## config.mk

```make
export PLATFORM = sky130hd
export DESIGN_NAME = pmem_rr_arbiter_flat
export DESIGN_NICKNAME = d
export VERILOG_FILES = /design/src/rtl/pmem_rr_arbiter_if.sv /design/src/rtl/pmem_rr_arbiter.sv /design/src/flat_wrapper.sv
export SDC_FILE = /design/constraint.sdc
export NUM_CORES = 2
export LEC_CHECK = 0
export CORE_AREA = 2 2 396 398
export CTS_CLUSTER_DIAMETER = 200
export DETAILED_ROUTE_END_ITERATION = 12
export DIE_AREA = 0 0 398 400
export GPL_TIMING_DRIVEN = 0
export MAX_ROUTING_LAYER = met4
export PLACE_DENSITY = 0.56
export SYNTH_ARGS = -nofsm -noshare
export SYNTH_HDL_FRONTEND = slang
export SYNTH_SLANG_ARGS = --single-unit
```

## constraint.sdc

```tcl
create_clock -name clk -period 40.8 [get_ports clk]
set_input_delay 8.16 -clock clk [delete_from_list [all_inputs] [get_ports clk]]
set_output_delay 8.16 -clock clk [all_outputs]
set_load 0.02 [all_outputs]
```

## src/rtl/pmem_rr_arbiter_if.sv

```systemverilog
// Bundle of the per-channel cache request bus and the burst pmem port
// seen by the round-robin line arbiter.
interface pmem_rr_arbiter_if #(
    parameter int NUM_CH  = 2,
    parameter int LINE_W  = 256,
    parameter int BURST_W = 64,
    parameter int ADDR_W  = 32
);
    logic [NUM_CH*ADDR_W-1:0] ch_address;
    logic [NUM_CH-1:0]        ch_read;
    logic [NUM_CH-1:0]        ch_write;
    logic [NUM_CH*LINE_W-1:0] ch_wdata;
    logic [LINE_W-1:0]        ch_rdata;
    logic [NUM_CH-1:0]        ch_resp;

    logic [BURST_W-1:0]       pmem_rdata;
    logic                     pmem_resp;
    logic                     pmem_read;
    logic                     pmem_write;
    logic [BURST_W-1:0]       pmem_wdata;
    logic [ADDR_W-1:0]        pmem_address;

    // Arbiter side.
    modport master (
        input  ch_address, ch_read, ch_write, ch_wdata, pmem_rdata, pmem_resp,
        output ch_rdata, ch_resp, pmem_read, pmem_write, pmem_wdata, pmem_address
    );

    // Caches plus physical memory side.
    modport slave (
        output ch_address, ch_read, ch_write, ch_wdata, pmem_rdata, pmem_resp,
        input  ch_rdata, ch_resp, pmem_read, pmem_write, pmem_wdata, pmem_address
    );
endinterface

```

## src/rtl/pmem_rr_arbiter.sv

```systemverilog
// Round-robin arbiter from NUM_CH cache line requesters onto one burst pmem
// port, with the line <-> beat serialiser built in.
module pmem_rr_arbiter #(
    parameter int NUM_CH  = 2,
    parameter int LINE_W  = 256,
    parameter int BURST_W = 64,
    parameter int ADDR_W  = 32
) (
    input  logic                clk,
    input  logic                rst,
    pmem_rr_arbiter_if.master   bus
);
    localparam int BURSTS = LINE_W / BURST_W;
    localparam int CNT_W  = (BURSTS > 1) ? $clog2(BURSTS) : 1;
    localparam int PTR_W  = $clog2(NUM_CH);

    typedef enum logic [2:0] {IDLE, GRANT, RBURST, WBURST, DONE} state_t;

    state_t              state, state_nxt;
    logic [PTR_W-1:0]    ptr, gnt, sel, idx;
    logic                any_req;
    logic [NUM_CH-1:0]   req;
    logic [CNT_W-1:0]    cnt;
    logic                last_beat;
    logic [ADDR_W-1:0]   addr_q;
    logic                rd_q;
    logic [LINE_W-1:0]   wdata_q, line_q, rdata_q;

    assign req       = bus.ch_read | bus.ch_write;
    assign last_beat = bus.pmem_resp && (cnt == CNT_W'(BURSTS - 1));

    // Scan downwards from ptr+NUM_CH-1 so the last hit, i.e. the channel
    // closest to ptr, is the one that sticks.
    always_comb begin
        sel     = '0;
        any_req = 1'b0;
        idx     = '0;
        for (int k = NUM_CH - 1; k >= 0; k--) begin
            idx = PTR_W'((int'(ptr) + k) % NUM_CH);
            if (req[idx]) begin
                any_req = 1'b1;
                sel     = idx;
            end
        end
    end

    always_ff @(posedge clk or posedge rst) begin
        if (rst) state <= IDLE;
        else     state <= state_nxt;
    end

    // NOTE: every output of this block is given a default before the case so
    // no path leaves a signal unassigned and no latch is inferred.
    always_comb begin
        state_nxt        = state;
        bus.pmem_read    = 1'b0;
        bus.pmem_write   = 1'b0;
        bus.pmem_wdata   = '0;
        bus.pmem_address = addr_q;
        bus.ch_resp      = '0;
        bus.ch_rdata     = rdata_q;
        unique case (state)
            IDLE:   if (any_req) state_nxt = GRANT;
            GRANT:  state_nxt = rd_q ? RBURST : WBURST;
            RBURST: begin
                bus.pmem_read = 1'b1;
                if (last_beat) state_nxt = DONE;
            end
            WBURST: begin
                bus.pmem_write = 1'b1;
                bus.pmem_wdata = wdata_q[cnt*BURST_W +: BURST_W];
                if (last_beat) state_nxt = DONE;
            end
            DONE: begin
                bus.ch_resp = NUM_CH'(1) << gnt;
                if (rd_q) bus.ch_rdata = line_q;
                state_nxt = IDLE;
            end
            default: state_nxt = IDLE;
        endcase
    end

    // NOTE: the line buffers are plain flops, not RAM, so they take the async
    // reset too; a reset mid-burst therefore drops any partial line.
    always_ff @(posedge clk or posedge rst) begin
        if (rst) begin
            ptr     <= '0;
            gnt     <= '0;
            cnt     <= '0;
            addr_q  <= '0;
            rd_q    <= 1'b0;
            wdata_q <= '0;
            line_q  <= '0;
            rdata_q <= '0;
        end else begin
            // NOTE: non-blocking throughout, so every register sees the
            // pre-edge value of cnt and state regardless of statement order.
            unique case (state)
                IDLE: if (any_req) begin
                    gnt     <= sel;
                    addr_q  <= bus.ch_address[sel*ADDR_W +: ADDR_W];
                    rd_q    <= bus.ch_read[sel];
                    wdata_q <= bus.ch_wdata[sel*LINE_W +: LINE_W];
                end
                GRANT: cnt <= '0;
                RBURST: if (bus.pmem_resp) begin
                    line_q[cnt*BURST_W +: BURST_W] <= bus.pmem_rdata;
                    if (!last_beat) cnt <= cnt + 1'b1;
                end
                WBURST: if (bus.pmem_resp && !last_beat) cnt <= cnt + 1'b1;
                DONE: begin
                    ptr <= (gnt == PTR_W'(NUM_CH - 1)) ? '0 : gnt + 1'b1;
                    if (rd_q) rdata_q <= line_q;
                end
                default: ;
            endcase
        end
    end
endmodule
```

## src/flat_wrapper.sv

```systemverilog
// flat-port wrapper written by rule: the top's interface ports become plain ports
module pmem_rr_arbiter_flat 
#(
    parameter int NUM_CH  = 2,
    parameter int LINE_W  = 256,
    parameter int BURST_W = 64,
    parameter int ADDR_W  = 32
)
  (clk, rst, bus_ch_address, bus_ch_read, bus_ch_write, bus_ch_wdata, bus_pmem_rdata, bus_pmem_resp, bus_ch_rdata, bus_ch_resp, bus_pmem_read, bus_pmem_write, bus_pmem_wdata, bus_pmem_address);
  pmem_rr_arbiter_if #(.NUM_CH(NUM_CH), .LINE_W(LINE_W), .BURST_W(BURST_W), .ADDR_W(ADDR_W)) bus_i ();
  input  logic clk;
  input  logic rst;
  input wire logic [$bits(bus_i.ch_address)-1:0] bus_ch_address;
  input wire logic [$bits(bus_i.ch_read)-1:0] bus_ch_read;
  input wire logic [$bits(bus_i.ch_write)-1:0] bus_ch_write;
  input wire logic [$bits(bus_i.ch_wdata)-1:0] bus_ch_wdata;
  input wire logic [$bits(bus_i.pmem_rdata)-1:0] bus_pmem_rdata;
  input wire logic [$bits(bus_i.pmem_resp)-1:0] bus_pmem_resp;
  output wire logic [$bits(bus_i.ch_rdata)-1:0] bus_ch_rdata;
  output wire logic [$bits(bus_i.ch_resp)-1:0] bus_ch_resp;
  output wire logic [$bits(bus_i.pmem_read)-1:0] bus_pmem_read;
  output wire logic [$bits(bus_i.pmem_write)-1:0] bus_pmem_write;
  output wire logic [$bits(bus_i.pmem_wdata)-1:0] bus_pmem_wdata;
  output wire logic [$bits(bus_i.pmem_address)-1:0] bus_pmem_address;
  assign bus_i.ch_address = bus_ch_address;
  assign bus_i.ch_read = bus_ch_read;
  assign bus_i.ch_write = bus_ch_write;
  assign bus_i.ch_wdata = bus_ch_wdata;
  assign bus_i.pmem_rdata = bus_pmem_rdata;
  assign bus_i.pmem_resp = bus_pmem_resp;
  assign bus_ch_rdata = bus_i.ch_rdata;
  assign bus_ch_resp = bus_i.ch_resp;
  assign bus_pmem_read = bus_i.pmem_read;
  assign bus_pmem_write = bus_i.pmem_write;
  assign bus_pmem_wdata = bus_i.pmem_wdata;
  assign bus_pmem_address = bus_i.pmem_address;
  pmem_rr_arbiter #(.NUM_CH(NUM_CH), .LINE_W(LINE_W), .BURST_W(BURST_W), .ADDR_W(ADDR_W)) u_core (.clk(clk), .rst(rst), .bus(bus_i));
endmodule
```

Yosys cells after proc, flatten, opt, wreduce, memory -nomap -nowiden. Cells that the tools add are included.

$add $sub $neg: 4. $lt $le $gt $ge: 3. Eq/ne operators: 10. Shift operators: 6. Mux-type cells: 26. Bitwise gates (word level): 1. Reduce and logical (&&, ||, !) cells: 10.

Operators with widths (count): two-way mux 256 bit (2); indexed part select 512 x 10 -> 256 bit (1); bitwise mux 256 bit (1); variable shift 64 x 34 -> 256 bit, first input constant (1); indexed part select 256 x 9 -> 64 bit (1); indexed part select 64 x 34 -> 256 bit (1); two-way mux 64 bit (1); indexed part select 64 x 7 -> 32 bit (1); negation 8 -> 34 bit (1); two-way mux 1 bit (14); case mux 3 bit (3 select lines) (1); two-way mux 2 bit (4); equality test 3 x 2 -> 1 bit, second input constant (2); less-than comparator 1 x 2 -> 1 bit, second input constant (3); two-way mux 3 bit (2); != test 2 x 1 -> 1 bit, second input constant (3); case mux 2 bit (3 select lines) (1); AND reduction 2 bit (3); != test 2 bit, second input constant (2); AND reduction 4 bit (1); equality test 3 x 1 -> 1 bit, second input constant (1); equality test 3 bit, second input constant (1); logical NOT 3 bit (1); nonzero test 3 bit (1); other kinds (8) (10).

Bits in registers: 808. Input port bits: 647. Logic and storage cells: 69.

Logic depth before layout (Yosys ltp).
Depth after elaboration: 7. Depth in mapped cells: 9. Mapped depth without buffers: 5.

Least setup slack after synthesis. No wires, ideal clock.

Path type: flip-flop to output port. Start point: register u_core.state[0]. End point: output bus_ch_rdata[15]. Arrival: 1760 ps. Required time: 32640 ps. Path slack: 30880 ps. Cell stages (with the launch flop): 7. Path through: dfrtp_1 -> nor2_1 -> and3_1 -> buf_2 -> buf_2 -> buf_2 -> mux2_1.

Word-level cells in the longest chain between the ends: 2.

Ends and longest elaborated chain: from (decl) (line pmem_rr_arbiter.sv:19) `state_t state, state_nxt;`; from (signal assigned) (line pmem_rr_arbiter.sv:49) `else state <= state_nxt;`; equality test 3 bit (line pmem_rr_arbiter.sv:62) `unique case (state)`; two-way mux 256 bit (line pmem_rr_arbiter.sv:62); to (decl) (line flat_wrapper.sv:19) `output wire logic [$bits(bus_i.ch_rdata)-1:0] bus_ch_rdata;`.

No other way between the ends.

Final worst setup path.
Start point: register u_core.state[1]. End point: output bus_ch_rdata[194].

The elaborated chain is that of the path after synthesis.

==> results.sh <==
export IMPL_worst_hold_path_type="flip-flop to flip-flop"
export IMPL_worstSetupPathDepth=7
export IMPL_rrSetupSlack_ns=36.32
export IMPL_final_fill_count=15800
export IMPL_cts_hold_buffers_added=0
export IMPL_routed_via_count_divided_by_cell_count=5.07
export IMPL_worstReg2RegStart="u_core.cnt[1]$_DFFE_PP0P_"
export IMPL_critical_path_max_fanout=10
export IMPL_min_to="u_core.rdata_q[105]$_DFF_PP0_"
export IMPL_grt_overflow_total=0
export IMPL_worstPathRequired_ns=32.64
export IMPL_setup_viol=0
export IMPL_placement_rows=145
export IMPL_max_cap_violations=0
export IMPL_layout_min_cycle_time_ns=12.25
export IMPL_postSynthNetCount=4120
export IMPL_tns_ns=0
export IMPL_post_synth_cell_area_avg_um2=10.6
export IMPL_min_from="u_core.rdata_q[105]$_DFF_PP0_"
export IMPL_synth_ff_latch_count=808
export IMPL_total_power_mw=4.00
export IMPL_crit_buf_inv=4
export IMPL_cts_sink_count=808
export IMPL_critical_path_cell_chain="nor2_1 -> and3_1 -> buf_2 -> buf_2 -> buf_4 -> mux2_2 -> clkdlybuf4s50_1"
export IMPL_numPortBuffers=1002
export IMPL_final_net_count=5231
export IMPL_critical_path_slowest_cell="sky130_fd_sc_hd__clkdlybuf4s50_1"
export IMPL_first_global_vias=34800
export IMPL_synthFlopType="sky130_fd_sc_hd__dfrtp_1"
export IMPL_clk_pin_slew_worst_paths_ns=0.06
export IMPL_ant_nets=0
export IMPL_die_h_um=400
export IMPL_die_width_um=398
export IMPL_pwr_density_cell_nw_per_um2=75.1
export IMPL_min_delay_path_depth=1
export IMPL_synth_enable_flop_cells=0
export IMPL_final_min_period_over_clock_period=0.300
export IMPL_worstMarginPinSlew_ns=1.39
export IMPL_dieArea_um2=159000
export IMPL_fmaxAchievable_mhz=81.7
export IMPL_post_drt_wl_per_cell_um=31.0
export IMPL_clock_root_buffer="sky130_fd_sc_hd__clkbuf_16"
export IMPL_max_slew_margin_rel=0.0715
export IMPL_first_pass_grt_wire_length_um=286000
export IMPL_critPathCaptureType="output pin"
export IMPL_clock_skew_final_ns=0.0381
export IMPL_track_usage=0.264
export IMPL_initial_core_util=0.236
export IMPL_antenna_found_initial=110
export IMPL_route_final_wire_length_um=211000
export IMPL_number_of_iterations_in_the_first_detailed_routing_pass=5
export IMPL_power_leakage_nw=21.4
export IMPL_ff_to_ff_end="u_core.line_q[249]$_DFFE_PP0P_"
export IMPL_critical_path_top_cell_by_count="sky130_fd_sc_hd__buf_2"
export IMPL_yosys_warnings=0
export IMPL_drt_drc_violations_left=0
export IMPL_syn_inst=3468
export IMPL_cts_htree_levels=3
export IMPL_setup_repair_after_global_routing_missed_its_margin="false"
export IMPL_start_kind="flip-flop"
export IMPL_via_count=34600
export IMPL_cts_buffers_inserted=98
export IMPL_slowest_delay_ns=0.82
export IMPL_layout_drive_gt1_share=0.100
export IMPL_cts_path_max_buffers=3
export IMPL_final_max_slew_viol_count=0
export IMPL_vdd_ir_drop_max_v=0.0000356
export IMPL_async_flop_share=1.00
export IMPL_ys_seq_area_frac=0.552
export IMPL_worstSkewPairLatency_ns=0.72
export IMPL_gpl_final_weighted_congestion=1.01
export IMPL_placed_cells=6536
export IMPL_worst_endpoint_arrival_ns=4.09
export IMPL_timing_reg2reg_worst_path_depth=8
export IMPL_tritoncts="built"
export IMPL_final_hold_violation_count=0
export IMPL_worst_path_dominant_cell_family="buffers and inverters"
export IMPL_area_growth_from_synthesis_to_final_layout_pct=45.3
export IMPL_critPathKind="flip-flop to output pin"
export IMPL_final_cells=6812
export IMPL_io_pin_count=1003
export IMPL_postCtsSetupBuffers=0
export IMPL_mappedNetlistArea_um2=36700
export IMPL_drt_first_iter_violations=3474
export IMPL_outcome="finished, final reports clean"
export IMPL_dpl_hpwl_um=167000
export IMPL_core_area_um2=155000
export IMPL_ys_types=40
export IMPL_maximum_number_of_pins_on_one_net_before_global_route_repair=126
export IMPL_ctsResizeCount=0
-- registers in the layout (all words and copies together) (netlist names) --
| register | count |
|---|---|
| u_core.state | 3 |
| u_core.rdata_q | 256 |
| u_core.gnt | 1 |
| u_core.bus.pmem_address | 32 |
| u_core.rd_q | 1 |
| u_core.ptr | 1 |
| u_core.wdata_q | 256 |
| u_core.line_q | 256 |
| u_core.cnt | 2 |
-- cells in the mapped netlist (2+ instances only) --
cell type                  instances  area, um^2
sky130_fd_sc_hd__and3_1            4        25.0
sky130_fd_sc_hd__a31oi_1         289        1810
sky130_fd_sc_hd__clkbuf_1        237         890
sky130_fd_sc_hd__inv_1           221         830
sky130_fd_sc_hd__nand3_1         290        1450
sky130_fd_sc_hd__nand4_1         214        1340
sky130_fd_sc_hd__ha_1              5        62.6
sky130_fd_sc_hd__nand2b_1          2        12.5
sky130_fd_sc_hd__a21oi_1         290        1450
sky130_fd_sc_hd__buf_4            22         165
sky130_fd_sc_hd__a22o_1           42         368
sky130_fd_sc_hd__nand2_1           4        15.0
sky130_fd_sc_hd__o21ai_0         489        2450
sky130_fd_sc_hd__nor3b_1           3        22.5
sky130_fd_sc_hd__nor4b_1           2        17.5
sky130_fd_sc_hd__buf_2            73         365
sky130_fd_sc_hd__mux2_2          130        1460
sky130_fd_sc_hd__buf_1            45         169
sky130_fd_sc_hd__nor3_1            2        10.0
sky130_fd_sc_hd__nor2_1            5        18.8
sky130_fd_sc_hd__nor2b_1          64         400
sky130_fd_sc_hd__dfrtp_1         808       20200
sky130_fd_sc_hd__mux2_1          126        1420
sky130_fd_sc_hd__and2_1            4        25.0
sky130_fd_sc_hd__o21ai_1          19        95.1
sky130_fd_sc_hd__mux4_2           64        1440
-- worst max path at each step --
stage                                            from                                     end
after CTS                 u_core.state[1]$_DFFE_PP0P_                       bus_ch_rdata[194]
after global placement                            rst             u_core.rdata_q[4]$_DFF_PP0_
after detailed placement               bus_ch_read[1]         u_core.wdata_q[128]$_DFFE_PP0P_
final                     u_core.state[1]$_DFFE_PP0P_                       bus_ch_rdata[194]
after global routing      u_core.state[1]$_DFFE_PP0P_                       bus_ch_rdata[194]
after floorplan                                   rst  u_core.bus.pmem_address[0]$_DFFE_PP0P_
-- power breakdown --
part | internal [mW] | leakage (nW) | switching (mW)
sequential | 1.12 | 10.3 | 0.191
combinational | 0.677 | 9.43 | 1.05
clock | 0.572 | 1.72 | 0.386
-- layout make-up --
cell class / count / area, um^2 / share of cell area
well taps: 2058 / 2570 / 0.0484
inverters: 221 / 837 / 0.0157
repair buffers: 1011 / 10300 / 0.193
multi-input cells: 2061 / 14000 / 0.263
clock buffers: 136 / 2810 / 0.0527
clock inverters: 46 / 694 / 0.0130
flip-flops and latches: 808 / 20200 / 0.380
plain buffers: 378 / 1600 / 0.0301
diodes: 93 / 233 / 0.00437
-- cell families after synthesis --
logic type	share of synthesized area
AOI/OAI and AO/OA	0.169
muxes	0.118
DFF	0.552
buffers and inverters	0.0663
adders and majority gates	0.00171
and+or+nand+nor	0.0930
-- per-stage QoR --
stage / utilization / setup slack [ns] / hold WS (ns) / cell area (um^2)
floorplan: - / 9.95 / 0.467 / 36700
global placement: 0.318 / -1.26 / 0.464 / 49300
detailed placement: 0.319 / 28.80 / 0.469 / 49500
CTS: 0.342 / 28.41 / 0.485 / 53000
global route: 0.343 / 28.37 / 0.498 / 53200
finish: 0.343 / 28.55 / 0.481 / 53300
-- cell usage in the layout, fill, tap and decap left out, types with 22 or more instances in the layout --
cell	instances
sky130_fd_sc_hd__clkdlybuf4s50_1	1002
sky130_fd_sc_hd__dfrtp_1	808
sky130_fd_sc_hd__o21ai_0	489
sky130_fd_sc_hd__nand3_1	290
sky130_fd_sc_hd__a21oi_1	290
sky130_fd_sc_hd__a31oi_1	289
sky130_fd_sc_hd__clkbuf_1	253
sky130_fd_sc_hd__inv_1	220
sky130_fd_sc_hd__nand4_1	214
sky130_fd_sc_hd__mux2_2	130
sky130_fd_sc_hd__mux2_1	126
sky130_fd_sc_hd__clkbuf_16	100
sky130_fd_sc_hd__diode_2	93
sky130_fd_sc_hd__buf_2	73
sky130_fd_sc_hd__mux4_2	64
sky130_fd_sc_hd__nor2b_1	64
sky130_fd_sc_hd__buf_1	45
sky130_fd_sc_hd__a22o_1	42
sky130_fd_sc_hd__buf_4	22
-- per-layer routing --
metal,routed length (um),part of all wire,global-route usage,vias to the layer above
li1,-,-,-,15100
met1,81300,0.39,0.302,17600
met2,104000,0.49,0.435,1578
met3,18000,0.085,0.0761,320
met4,8280,0.039,0.108,0
met5,0,0,-,-
No activity file was read; power rests on OpenSTA's default activity.
